[src/rtl/i2s_tdm_tx.sv]
// i2s_tdm_tx: I2S / TDM serial audio transmitter with a one-frame holding buffer and gain shift.
// Define I2S_TDM_TX_HOLD_LAST_EN to repeat the last transmitted frame on underrun instead of silence.

module i2s_tdm_tx_lane #(
  parameter int DW = 24,
  parameter int SW = 6
) (
  input  logic [DW-1:0] din,
  input  logic [SW-1:0] shamt,
  output logic [DW-1:0] dout
);
  assign dout = $signed(din) >>> shamt;
endmodule

module i2s_tdm_tx #(
  parameter int DW       = 24,
  parameter int SLOT_W   = 32,
  parameter int NCH      = 2,
  parameter int FS_RATIO = 256,
  parameter int MODE     = 0
) (
  input  logic                  clk,
  input  logic                  rst_n,
  input  logic [NCH*DW-1:0]     s_data,
  input  logic                  s_valid,
  output logic                  s_ready,
  input  logic [$clog2(DW):0]   gain_shift,
  output logic                  frame_req,
  output logic                  underrun,
  input  logic                  underrun_clr,
  output logic                  sclk,
  output logic                  lrclk,
  output logic                  sdo
);
  localparam int FRAME = NCH * SLOT_W;
  localparam int DIV   = FS_RATIO / FRAME;
  localparam int GW    = $clog2(DW) + 1;
  localparam int DCW   = $clog2(DIV);
  localparam int BCW   = $clog2(FRAME);

  logic [DCW-1:0]          div_cnt, div_nxt;
  logic [BCW-1:0]          bit_cnt, bit_nxt;
  logic [FRAME-1:0]        shreg, new_frame, load_frame, fallback;
  logic [NCH*DW-1:0]       hold_data;
  logic                    hold_vld;
  logic                    fall, boundary, accept, lr_nxt;
  logic [GW-1:0]           shamt;
  logic [NCH-1:0][DW-1:0]  scaled;

  assign fall     = (div_cnt == DCW'(DIV - 1));
  assign boundary = fall && (bit_cnt == BCW'(FRAME - 1));
  assign accept   = s_valid && s_ready;
  assign s_ready  = !hold_vld;
  assign div_nxt  = fall ? '0 : div_cnt + DCW'(1);
  assign bit_nxt  = boundary ? '0 : bit_cnt + BCW'(1);
  assign lr_nxt   = (MODE == 0) ? (bit_nxt >= BCW'(FRAME / 2)) : (bit_nxt == '0);
  assign shamt    = (gain_shift > GW'(DW - 1)) ? GW'(DW - 1) : gain_shift;

  // Each slot: DW scaled data bits MSB-first, then zero padding to SLOT_W.
  for (genvar c = 0; c < NCH; c++) begin : g_lane
    i2s_tdm_tx_lane #(.DW(DW), .SW(GW)) u_lane (
      .din   (hold_data[c*DW +: DW]),
      .shamt (shamt),
      .dout  (scaled[c])
    );
    if (SLOT_W > DW) begin : g_pad
      assign new_frame[FRAME-1-c*SLOT_W -: SLOT_W] = {scaled[c], {(SLOT_W-DW){1'b0}}};
    end else begin : g_nopad
      assign new_frame[FRAME-1-c*SLOT_W -: SLOT_W] = scaled[c];
    end
  end

`ifdef I2S_TDM_TX_HOLD_LAST_EN
  logic [FRAME-1:0] last_frame;
  always_ff @(posedge clk or negedge rst_n) begin
    if (!rst_n)        last_frame <= '0;
    else if (boundary) last_frame <= load_frame;
  end
  assign fallback = last_frame;
`else
  assign fallback = '0;
`endif

  assign load_frame = hold_vld ? new_frame : fallback;

  always_ff @(posedge clk or negedge rst_n) begin
    if (!rst_n) begin
      div_cnt   <= '0;
      bit_cnt   <= BCW'(FRAME - 1);
      sclk      <= 1'b0;
      sdo       <= 1'b0;
      lrclk     <= (MODE == 0);
      shreg     <= '0;
      hold_data <= '0;
      hold_vld  <= 1'b0;
      frame_req <= 1'b0;
      underrun  <= 1'b0;
    end else begin
      div_cnt   <= div_nxt;
      sclk      <= (div_nxt >= DCW'(DIV / 2));
      frame_req <= boundary;
      // sdo takes the MSB before the shift, giving the one-bit delay after lrclk.
      if (fall) begin
        bit_cnt <= bit_nxt;
        sdo     <= shreg[FRAME-1];
        lrclk   <= lr_nxt;
        shreg   <= boundary ? load_frame : {shreg[FRAME-2:0], 1'b0};
      end
      // A same-cycle accept lands after the boundary has already sampled the empty buffer.
      if (accept) begin
        hold_data <= s_data;
        hold_vld  <= 1'b1;
      end else if (boundary) begin
        hold_vld  <= 1'b0;
      end
      if (boundary && !hold_vld) underrun <= 1'b1;
      else if (underrun_clr)     underrun <= 1'b0;
    end
  end
endmodule

[config.mk]
export PLATFORM = sky130hd
export DESIGN_NAME = i2s_tdm_tx
export DESIGN_NICKNAME = d
export VERILOG_FILES = /design/src/rtl/i2s_tdm_tx.sv
export SDC_FILE = /design/constraint.sdc
export NUM_CORES = 1
export LEC_CHECK = 0
export CORE_ASPECT_RATIO = 1.5
export CORE_MARGIN = 1.5
export CORE_UTILIZATION = 50
export CTS_CLUSTER_DIAMETER = 80
export DETAILED_ROUTE_END_ITERATION = 8
export GPL_ROUTABILITY_DRIVEN = 0
export PLACE_DENSITY_LB_ADDON = 0.08
export SLEW_MARGIN = 5
export SYNTH_ARGS = -nofsm -noshare
export SYNTH_HDL_FRONTEND = slang
export SYNTH_SLANG_ARGS = --single-unit
[constraint.sdc]
create_clock -name clk -period 2.95 [get_ports clk]
set_input_delay 0.59 -clock clk [delete_from_list [all_inputs] [get_ports clk]]
set_output_delay 0.59 -clock clk [all_outputs]
set_load 0.05 [all_outputs]
# Word level (Yosys, flattened, before mapping)
# Cells that the tools add are included.
# totals
ff_bits	126
input_bits	58
wordCells	34
output_inout_bits	6
# classes
eq_ne	2
shifts	2
n_lt_le_gt_ge	3
mux	9
n_reduce_logical	6
n_addsub	2
# ops
cell	count
64-bit two-way mux	2
24-bit by 6-bit >>> shifter with 24-bit output	2
6-bit two-way mux	2
6-bit by 1-bit adder with 6-bit output, second input constant	1
6-bit == test, second input constant	1
6-bit greater-or-equal comparator, second input constant	1
6-bit by 5-bit > comparator with 1-bit output, second input constant	1
1-bit two-way mux	4
2-bit nonzero test	2
1-bit logical AND	3
2-bit by 1-bit adder with 2-bit output, second input constant	1
2-bit == test, second input constant	1
2-bit greater-or-equal comparator, second input constant	1
2-bit two-way mux	1
1-bit logical NOT	1

# Longest topological paths before layout
# Gate-level depths: netlist of the first run.
# depth
depth_word	5
ltp_mapped	10
depth_no_buf	8

# Cells and area by module
# Synthesis of the first run repeated with hierarchy kept, for this count alone.
# unflattened
hier_cells	855
area_unflattened_um2	8579.5
# by_module_without_submodules
module	seq_area_each_um2	area_per_inst_um2	cells_each	instances
i2s_tdm_tx	2936.6	5143.7	459	1
i2s_tdm_tx_lane	0.0	1717.9	198	2

# Worst setup path after synthesis of the first run
# No wires, ideal clock.
# synth_path
path_kind	input to register
from	input gain_shift[5]
to	register shreg[43]
setup_time_ps	132
arrival_ps	2177
n_path_buf	1
path_stages	7
required_time_ps	2818
setup_slack_ps	641
path_cell_list	buf_4 > a211oi_4 > mux4_2 > nand2_1 > o21ai_0 > or3_1 > a2bb2oi_1
# synth_between
elab_chain_len	5
# synth_rtl
item	line	source
from (decl)	27	input logic [$clog2(DW):0] gain_shift,
6-bit by 5-bit > comparator with 1-bit output	57	assign shamt = (gain_shift > GW'(DW - 1)) ? GW'(DW - 1) : gain_shift;
6-bit two-way mux *	57	
24-bit by 6-bit >>> shifter with 24-bit output *	12	assign dout = $signed(din) >>> shamt;
64-bit two-way mux *	84	assign load_frame = hold_vld ? new_frame : fallback;
64-bit two-way mux *	107	shreg <= boundary ? load_frame : {shreg[FRAME-2:0], 1'b0};
to (signal assigned)	107	
to (decl)	43	logic [FRAME-1:0] shreg, new_frame, load_frame, fallback;
# Every way passes the cells marked *; elsewhere a longest branch is shown, timed or not.
# A chain may end at the register's enable or synchronous reset.

# Worst setup path in the final report of the first run
# layout_path
from	input gain_shift[4]
to	register shreg[10]
# The elaborated chain is that of the path after synthesis.

==> impl_metrics.prom, run 1 <==
# TYPE chip_impl_metric gauge
chip_impl_info{name="run_status",value="finished, final reports clean"} 1
chip_impl_metric{name="cts_buffer_depth",unit=""} 2
chip_impl_metric{name="synth.cell_area",unit="um2"} 7800
chip_impl_metric{name="fraction_of_layout_cells_with_a_size_suffix_above_1",unit="%"} 22.9
chip_impl_info{name="netlist_top_cells_area",value="sky130_fd_sc_hd__dfrtp_1, sky130_fd_sc_hd__mux2_2, sky130_fd_sc_hd__mux2i_1, sky130_fd_sc_hd__nand2_1, sky130_fd_sc_hd__a21oi_1"} 1
chip_impl_metric{name="first_global_vias",unit=""} 7569
chip_impl_metric{name="share_clk_of_total_power",unit="%"} 45.5
chip_impl_info{name="critical_path.startpoint_type",value="input pin"} 1
chip_impl_metric{name="synth_top_cell_area_share",unit="%"} 35.3
chip_impl_metric{name="total_of_warnings_raised_by_yosys",unit=""} 0
chip_impl_metric{name="worst_ir_drop_vdd",unit="mV"} 0.319
chip_impl_metric{name="cts_hold_buffers",unit=""} 0
chip_impl_metric{name="finalSetupViolations",unit=""} 0
chip_impl_metric{name="initial_antenna_violation_count",unit=""} 0
chip_impl_metric{name="asyncSetResetFlopFracSynth",unit="%"} 100
chip_impl_metric{name="timing_worst_slew_pin_value",unit="ns"} 1.07
chip_impl_metric{name="finalNetCount",unit=""} 990
chip_impl_metric{name="die-area",unit="um2"} 16400
chip_impl_info{name="synth_ff_type",value="sky130_fd_sc_hd__dfrtp_1"} 1
chip_impl_metric{name="dpl-instance-area",unit="um2"} 9020
chip_impl_metric{name="final_antenna_net_count",unit=""} 0
chip_impl_metric{name="hold_viol",unit=""} 0
chip_impl_info{name="cts_tree",value="done"} 1
chip_impl_metric{name="power.static_leakage",unit="uW"} 0.00399
chip_impl_metric{name="combPwrFrac",unit="%"} 17.9
chip_impl_metric{name="route.detailed.wl_per_inst",unit="um"} 21.8
chip_impl_metric{name="groute.usage.overall",unit="%"} 31.5
chip_impl_info{name="critical_path.cell_chain",value="clkdlybuf4s50_1, buf_4, a211o_1, buf_4, a2111oi_0, a211oi_1, a22oi_1, o21ai_1"} 1
chip_impl_metric{name="area_growth_syn_to_layout",unit="%"} 24.0
chip_impl_metric{name="slew_viol_final",unit=""} 0
chip_impl_metric{name="clock-skew-final",unit="ns"} 0.00696
chip_impl_info{name="rsz0062_at_grt",value="no"} 1
chip_impl_metric{name="tritoncts.num_buffers",unit=""} 17
chip_impl_metric{name="fp.coreArea",unit="um2"} 15100
chip_impl_info{name="synth_top_cell_by_area",value="sky130_fd_sc_hd__dfrtp_1"} 1
chip_impl_metric{name="clock_sink_count",unit=""} 117
chip_impl_metric{name="syn_inst",unit=""} 840
chip_impl_metric{name="die-height",unit="um"} 156
chip_impl_metric{name="postCtsSetupBuffers",unit=""} 0
chip_impl_info{name="crit_path_top_delay_cell",value="sky130_fd_sc_hd__a2111oi_0"} 1
chip_impl_info{name="critical_path_class",value="input pin to flop"} 1
chip_impl_metric{name="setup_tns",unit="ns"} 0
chip_impl_metric{name="critical-path-max-stage-delay",unit="ns"} 0.74
chip_impl_metric{name="firstDrtPassIters",unit=""} 6
chip_impl_info{name="cts_root_buffer",value="sky130_fd_sc_hd__clkbuf_16"} 1
chip_impl_metric{name="worstPathArrival",unit="ns"} 3.20
chip_impl_metric{name="cts.reportedPaths.clkPinSlew",unit="ns"} 0.05
chip_impl_metric{name="power.internal",unit="uW"} 3650
chip_impl_metric{name="netSwitchingPower",unit="uW"} 1360
chip_impl_metric{name="yosys_register_bits",unit=""} 117
chip_impl_metric{name="htree_levels",unit=""} 4
chip_impl_metric{name="period_needed",unit="ns"} 2.89
chip_impl_metric{name="wl",unit="um"} 24900
chip_impl_metric{name="num_vias",unit=""} 7635
chip_impl_metric{name="placement.io_buffers",unit=""} 63
chip_impl_metric{name="drv_cap",unit=""} 0
chip_impl_metric{name="syn_nets",unit=""} 900
chip_impl_metric{name="initial_utilization",unit="%"} 51.5
chip_impl_metric{name="x_dimension_of_the_die",unit="um"} 105
chip_impl_metric{name="ys_types",unit=""} 73
chip_impl_metric{name="power_density",unit="nW/um2"} 519
chip_impl_metric{name="n_antenna_cell",unit=""} 0
chip_impl_metric{name="row_count",unit=""} 55
chip_impl_metric{name="clock_insertion_delay_worst_skew",unit="ns"} 0.43
chip_impl_metric{name="grt_remaining_overflow",unit=""} 0
chip_impl_metric{name="drt_iter0_markers",unit=""} 1094
chip_impl_metric{name="pin_count_of_the_biggest_net_entering_global_routing",unit=""} 75
chip_impl_metric{name="dp_hpwl",unit="um"} 17900
chip_impl_metric{name="routed_via_density",unit=""} 6.69
chip_impl_metric{name="share_of_the_yosys_chip_area_belonging_to_registers",unit="%"} 37.7
chip_impl_metric{name="syn_avg_cell_area",unit="um2"} 9.28
chip_impl_metric{name="worstPathMaxFanout",unit=""} 11
chip_impl_metric{name="sequentialPowerShare",unit="%"} 36.6
chip_impl_metric{name="finish.instance_area",unit="um2"} 9670
chip_impl_metric{name="grt_pass1_wl",unit="um"} 40800
chip_impl_metric{name="number_of_gates_given_a_new_drive_strength_after_cts",unit=""} 0
chip_impl_metric{name="switching_share",unit="%"} 27.2
chip_impl_metric{name="critical_path_data_required_time",unit="ns"} 3.25
chip_impl_info{name="sort_of_element_at_the_end_of_the_critical_path",value="flop"} 1
chip_impl_metric{name="clock.fmax",unit="MHz"} 345
chip_impl_metric{name="layout_worst_path_cycle_share",unit="%"} 98.1
chip_impl_info{name="cell_repeated_most_along_the_worst_path",value="sky130_fd_sc_hd__buf_4"} 1
chip_impl_info{name="type_of_the_worst_min_delay_path",value="input pin to asynchronous set/reset pin"} 1
chip_impl_metric{name="io_pins",unit=""} 64
chip_impl_metric{name="timing.slew.headroom",unit="%"} 28.2
chip_impl_metric{name="remaining_drc_errors",unit=""} 0
chip_impl_metric{name="edff_count_synth",unit=""} 0
[metrics by stage]
stage | setup slack [ns] | utilization, % | total power (uW) | hold WS, ns | cells
5_1_grt | 0.0671 | 63.9 | 5200 | 0.191 | 1142
6_report | 0.0555 | 63.9 | 5010 | 0.154 | 1142
3_3_place_gp | -0.158 | 59.6 | 2700 | 0.416 | 1110
4_1_cts | 0.199 | 63.9 | 5010 | 0.176 | 1142
3_5_place_dp | -0.226 | 59.6 | 2720 | 0.429 | 1110
2_1_floorplan | 0.641 | - | 2340 | 0.294 | 840
[sequential cells by signal, indices dropped and copies added (netlist names), 2 cells and up]
signal,cells
bit_cnt,6
div_cnt,2
hold_data,48
shreg,56
[synth_stat cells, drive strengths merged, types with 6 or more instances]
| cell type | instances |
|---|---|
| buf | 38 |
| a221oi | 15 |
| o211ai | 9 |
| mux2i | 38 |
| nand2 | 73 |
| and2 | 6 |
| nand4 | 6 |
| o21ai | 47 |
| nor2 | 65 |
| dfstp | 7 |
| a211oi | 17 |
| clkbuf | 40 |
| mux2 | 73 |
| o2bb2ai | 10 |
| o31ai | 6 |
| nand3 | 28 |
| nor3 | 8 |
| inv | 14 |
| nor2b | 7 |
| o22ai | 22 |
| a2111oi | 8 |
| a31oi | 9 |
| a22oi | 17 |
| and3 | 18 |
| o221ai | 14 |
| dfrtp | 110 |
| a211o | 8 |
| a21oi | 54 |
[layout by cell type (no fill, tap or decap), types with 15 or more instances in the layout]
master / n
sky130_fd_sc_hd__nand2_1: 73
sky130_fd_sc_hd__nor2_1: 63
sky130_fd_sc_hd__a22oi_1: 17
sky130_fd_sc_hd__a21oi_1: 53
sky130_fd_sc_hd__and3_1: 18
sky130_fd_sc_hd__buf_4: 81
sky130_fd_sc_hd__o21ai_0: 45
sky130_fd_sc_hd__nand3_1: 28
sky130_fd_sc_hd__o22ai_1: 22
sky130_fd_sc_hd__mux2i_1: 38
sky130_fd_sc_hd__mux2_2: 73
sky130_fd_sc_hd__a221oi_1: 15
sky130_fd_sc_hd__dfrtp_1: 110
sky130_fd_sc_hd__clkbuf_16: 17
sky130_fd_sc_hd__clkdlybuf4s50_1: 61
[final timing paths]
| check | startpoint | endpoint | slack (ns) | depth (start not counted) |
|---|---|---|---|---|
| max | gain_shift[4] | shreg[10] | 0.06 | 8 |
| min | rst_n | underrun | 0.15 | 1 |
| max reg2reg | bit_cnt[0] | shreg[41] | 0.40 | 9 |
| min reg2reg | div_cnt[0] | div_cnt[0] | 0.44 | 1 |
| max in group asynchronous | rst_n | bit_cnt[3] | 2.00 | 2 |
| min in group clk | div_cnt[0] | div_cnt[0] | 0.44 | 1 |
[kinds of logic (layout without fill, tap and decap cells)]
| family | Yosys count | in the layout | synth area share [%] |
|---|---|---|---|
| AO/OA/AOI/OAI | 280 | 280 | 25.5 |
| AND/OR/NAND/NOR | 228 | 228 | 13.7 |
| flip-flops | 117 | 117 | 37.7 |
| multiplexers | 116 | 116 | 16.9 |
| buffers and inverters | 93 | 196 | 5.58 |
| XOR/XNOR | 4 | 4 | 0.449 |
| adder cells (fa/ha/maj) | 2 | 2 | 0.321 |
[metal layers]
metal | vias to the layer above | part of all wire [%] | track usage [%]
met1 | 3653 | 39 | 40.3
met2 | 483 | 47 | 50.4
li1 | 3377 | - | -
met4 | 0 | 5.0 | 16.2
met5 | - | 0 | 0
met3 | 122 | 8.2 | 6.39
[critical path: cells and delay by family]
kind	cells	cell delay, ns
buffers and inverters	3	1.06
AOI/OAI and AO/OA	5	1.55
[power groups by stage]
| stage | clock, uW | combinational, uW | sequential, uW |
|---|---|---|---|
| 5_1_grt | 2400 | 958 | 1840 |
| 6_report | 2280 | 900 | 1830 |
| 4_1_cts | 2310 | 877 | 1830 |
| 3_5_place_dp | 0 | 868 | 1850 |
| 3_3_place_gp | 0 | 856 | 1850 |
| 2_1_floorplan | 0 | 558 | 1790 |
[layout make-up]
cell class	count	area, um2
fill	1272	5470
clock inverter	7	143
timing repair buffer	149	1340
inverter	15	56.3
multi-input combinational	630	4440
sequential	117	2940
tap	199	249
clock buffer	25	505
Note: power is estimated with default switching activity, not from simulation.
==> inputs of run 2 (changes only) <==
--- a/config.mk
+++ b/config.mk
@@ -12,6 +12,7 @@
 export DETAILED_ROUTE_END_ITERATION = 8
 export GPL_ROUTABILITY_DRIVEN = 0
 export PLACE_DENSITY_LB_ADDON = 0.08
+export RECOVER_POWER = 100
 export SLEW_MARGIN = 5
 export SYNTH_ARGS = -nofsm -noshare
 export SYNTH_HDL_FRONTEND = slang
==> constraint.sdc (replaced) <==
create_clock -name clk -period 2.95 [get_ports clk]
set_input_delay 0.59 -clock clk [delete_from_list [all_inputs] [get_ports clk]]
set_output_delay 0.59 -clock clk [all_outputs]
set_load 0.1 [all_outputs]
==> impl_metrics.prom, run 2 (synthesized netlist as in run 1, its figures left out) <==
# TYPE chip_impl_metric gauge
chip_impl_metric{name="timing_worst_slew_pin_value",unit="ns"} 2.49
chip_impl_metric{name="die-height",unit="um"} 156
chip_impl_metric{name="critical_path_data_required_time",unit="ns"} 3.25
chip_impl_metric{name="clock_insertion_delay_worst_skew",unit="ns"} 0.43
chip_impl_metric{name="x_dimension_of_the_die",unit="um"} 105
chip_impl_metric{name="dpl-instance-area",unit="um2"} 9000
chip_impl_info{name="largest_register",value="shreg"} 1
chip_impl_metric{name="finalHoldWorstSlack",unit="ns"} 0.439
chip_impl_metric{name="fraction_of_layout_cells_with_a_size_suffix_above_1",unit="%"} 22.2
chip_impl_metric{name="final_antenna_net_count",unit=""} 0
chip_impl_metric{name="largest_register_ff_count",unit=""} 56
chip_impl_metric{name="firstDrtPassIters",unit=""} 6
chip_impl_metric{name="groute.usage.overall",unit="%"} 31.2
chip_impl_metric{name="cts.reportedPaths.clkPinSlew",unit="ns"} 0.06
chip_impl_info{name="layout_top_registers",value="shreg x56, hold_data x48, bit_cnt x6"} 1
chip_impl_info{name="run_status",value="finished, violations left"} 1
chip_impl_metric{name="first_global_vias",unit=""} 7438
chip_impl_metric{name="clock.fmax",unit="MHz"} 345
chip_impl_metric{name="remaining_drc_errors",unit=""} 0
chip_impl_metric{name="clock-skew-final",unit="ns"} 0.0124
chip_impl_metric{name="placement.io_buffers",unit=""} 63
chip_impl_metric{name="num_vias",unit=""} 7604
chip_impl_info{name="violations",value="capacitance limit, slew limit"} 1
chip_impl_metric{name="filler_cell_count",unit=""} 1303
chip_impl_metric{name="die-area",unit="um2"} 16400
chip_impl_metric{name="route.detailed.wl_per_inst",unit="um"} 21.9
chip_impl_metric{name="power.static_leakage",unit="uW"} 0.00392
chip_impl_metric{name="tritoncts.num_buffers",unit=""} 17
chip_impl_metric{name="power",unit="uW"} 4890
chip_impl_metric{name="area_growth_syn_to_layout",unit="%"} 22.1
chip_impl_metric{name="finalSetupViolations",unit=""} 0
chip_impl_info{name="cts_tree",value="done"} 1
chip_impl_metric{name="postCtsSetupBuffers",unit=""} 0
chip_impl_metric{name="ff2ff_setup_slack",unit="ns"} 0.32
chip_impl_metric{name="wl",unit="um"} 24900
chip_impl_info{name="reg2reg_to",value="shreg[8]"} 1
chip_impl_metric{name="finalNetCount",unit=""} 989
chip_impl_metric{name="timing.slew.headroom",unit="%"} -66.1
chip_impl_metric{name="fp.coreArea",unit="um2"} 15100
chip_impl_metric{name="grt_remaining_overflow",unit=""} 0
chip_impl_metric{name="grt_pass1_wl",unit="um"} 40100
chip_impl_metric{name="routed_via_density",unit=""} 6.66
chip_impl_metric{name="slew_viol_final",unit=""} 46
chip_impl_metric{name="pin_count_of_the_biggest_net_entering_global_routing",unit=""} 73
chip_impl_metric{name="finish.instance_area",unit="um2"} 9530
chip_impl_info{name="endpoint",value="shreg[10]"} 1
chip_impl_metric{name="power_density",unit="nW/um2"} 513
chip_impl_metric{name="layout_worst_path_cycle_share",unit="%"} 98.3
chip_impl_metric{name="hold_viol",unit=""} 0
chip_impl_metric{name="n_antenna_cell",unit=""} 0
chip_impl_metric{name="htree_levels",unit=""} 4
chip_impl_info{name="type_of_the_worst_min_delay_path",value="flop to flop"} 1
chip_impl_metric{name="worst_ir_drop_vdd",unit="mV"} 0.469
chip_impl_metric{name="regArea",unit="um2"} 2940
chip_impl_metric{name="multi_input_area",unit="um2"} 4420
chip_impl_metric{name="clock_sink_count",unit=""} 117
chip_impl_metric{name="initial_utilization",unit="%"} 51.5
chip_impl_info{name="worst_setup_path_startpoint",value="gain_shift[5]"} 1
chip_impl_metric{name="period_needed",unit="ns"} 2.90
chip_impl_metric{name="cts_buffer_depth",unit=""} 2
chip_impl_metric{name="dp_hpwl",unit="um"} 17900
chip_impl_metric{name="drt_iter0_markers",unit=""} 927
chip_impl_metric{name="worstPathMaxFanout",unit=""} 11
chip_impl_metric{name="row_count",unit=""} 55
chip_impl_metric{name="io_pins",unit=""} 64
chip_impl_metric{name="drv_cap",unit=""} 1
chip_impl_metric{name="worstPathArrival",unit="ns"} 3.20
chip_impl_metric{name="worstRegToRegCells",unit=""} 7
chip_impl_metric{name="cts_hold_buffers",unit=""} 0
chip_impl_info{name="critical_path.startpoint_type",value="input pin"} 1
chip_impl_info{name="timing.rr.start",value="bit_cnt[0]"} 1
chip_impl_info{name="critical_path_class",value="input pin to flop"} 1
chip_impl_metric{name="initial_antenna_violation_count",unit=""} 0
chip_impl_info{name="sort_of_element_at_the_end_of_the_critical_path",value="flop"} 1
chip_impl_info{name="cts_root_buffer",value="sky130_fd_sc_hd__clkbuf_16"} 1
chip_impl_info{name="rsz0062_at_grt",value="no"} 1
chip_impl_info{name="final_common_cell",value="sky130_fd_sc_hd__dfrtp_1"} 1
chip_impl_metric{name="number_of_gates_given_a_new_drive_strength_after_cts",unit=""} 0
chip_impl_info{name="layout.cells.most_common_list",value="sky130_fd_sc_hd__dfrtp_1, sky130_fd_sc_hd__nand2_1, sky130_fd_sc_hd__mux2_2, sky130_fd_sc_hd__buf_4, sky130_fd_sc_hd__nor2_1"} 1
run 2: cell types whose count changed in the layout (fill, tap and decap cells not counted), moves of 3 or more:
cell                              delta
sky130_fd_sc_hd__clkdlybuf4s50_1     -9
sky130_fd_sc_hd__buf_4              -11
sky130_fd_sc_hd__clkbuf_2            +7
sky130_fd_sc_hd__clkbuf_8            -4
sky130_fd_sc_hd__clkbuf_1            +7
sky130_fd_sc_hd__dlygate4sd3_1       +3
sky130_fd_sc_hd__clkinvlp_4          +3
run 2: cell type report:
| type | instances | area share, % |
|---|---|---|
| well taps | 199 | 2.61 |
| multi-input cells | 630 | 46.4 |
| flip-flops and latches | 117 | 30.8 |
| clock inverters | 14 | 1.84 |
| clock buffers | 18 | 4.61 |
| inverters | 15 | 0.591 |
| repair buffers | 148 | 13.2 |
run 2: power breakdown:
part	switching (uW)	total (uW)	internal, uW
Combinational	466	894	428
Clock	808	2170	1360
Sequential	144	1830	1690
Total	1420	4890	3470
run 2: routing by layer:
metal	share of wire (%)	global-route usage, %	vias up
li1	-	-	3373
met1	39	38.6	3660
met2	48	51.6	471
met3	8.1	6.56	100
met4	5.0	15.7	0
met5	0	0	-
run 2: worst max-delay path, cell delays in order:
cell and delay (ns):
sky130_fd_sc_hd__dlygate4sd3_1 0.66, sky130_fd_sc_hd__buf_4 0.22, sky130_fd_sc_hd__a211o_1 0.33, sky130_fd_sc_hd__buf_4 0.23, sky130_fd_sc_hd__a2111oi_0 0.72, sky130_fd_sc_hd__a211oi_1 0.11, sky130_fd_sc_hd__a22oi_1 0.23, sky130_fd_sc_hd__o21ai_1 0.11
run 2: per-stage QoR:
stage | setup TNS, ns | setup WS [ns] | std cells | utilization (%)
after detailed placement | -0.593 | -0.188 | 1109 | 59.4
after floorplan | 0 | 0.400 | 840 | -
after global routing | 0 | 0.0639 | 1141 | 62.9
after CTS | 0 | 0.247 | 1141 | 63.5
final | 0 | 0.0501 | 1141 | 62.9
after global placement | -0.434 | -0.158 | 1109 | 59.4
run 2: how the worst min path moves through the flow:
stage                     from    endpoint  slack [ns]  cells after the start
floorplan                rst_n  div_cnt[0]        0.29                      0
global placement    div_cnt[0]  div_cnt[0]        0.42                      1
detailed placement  div_cnt[0]  div_cnt[0]        0.43                      1
CTS                      rst_n    underrun        0.18                      1
global route        div_cnt[0]  div_cnt[0]        0.45                      1
finish              div_cnt[0]  div_cnt[0]        0.44                      1
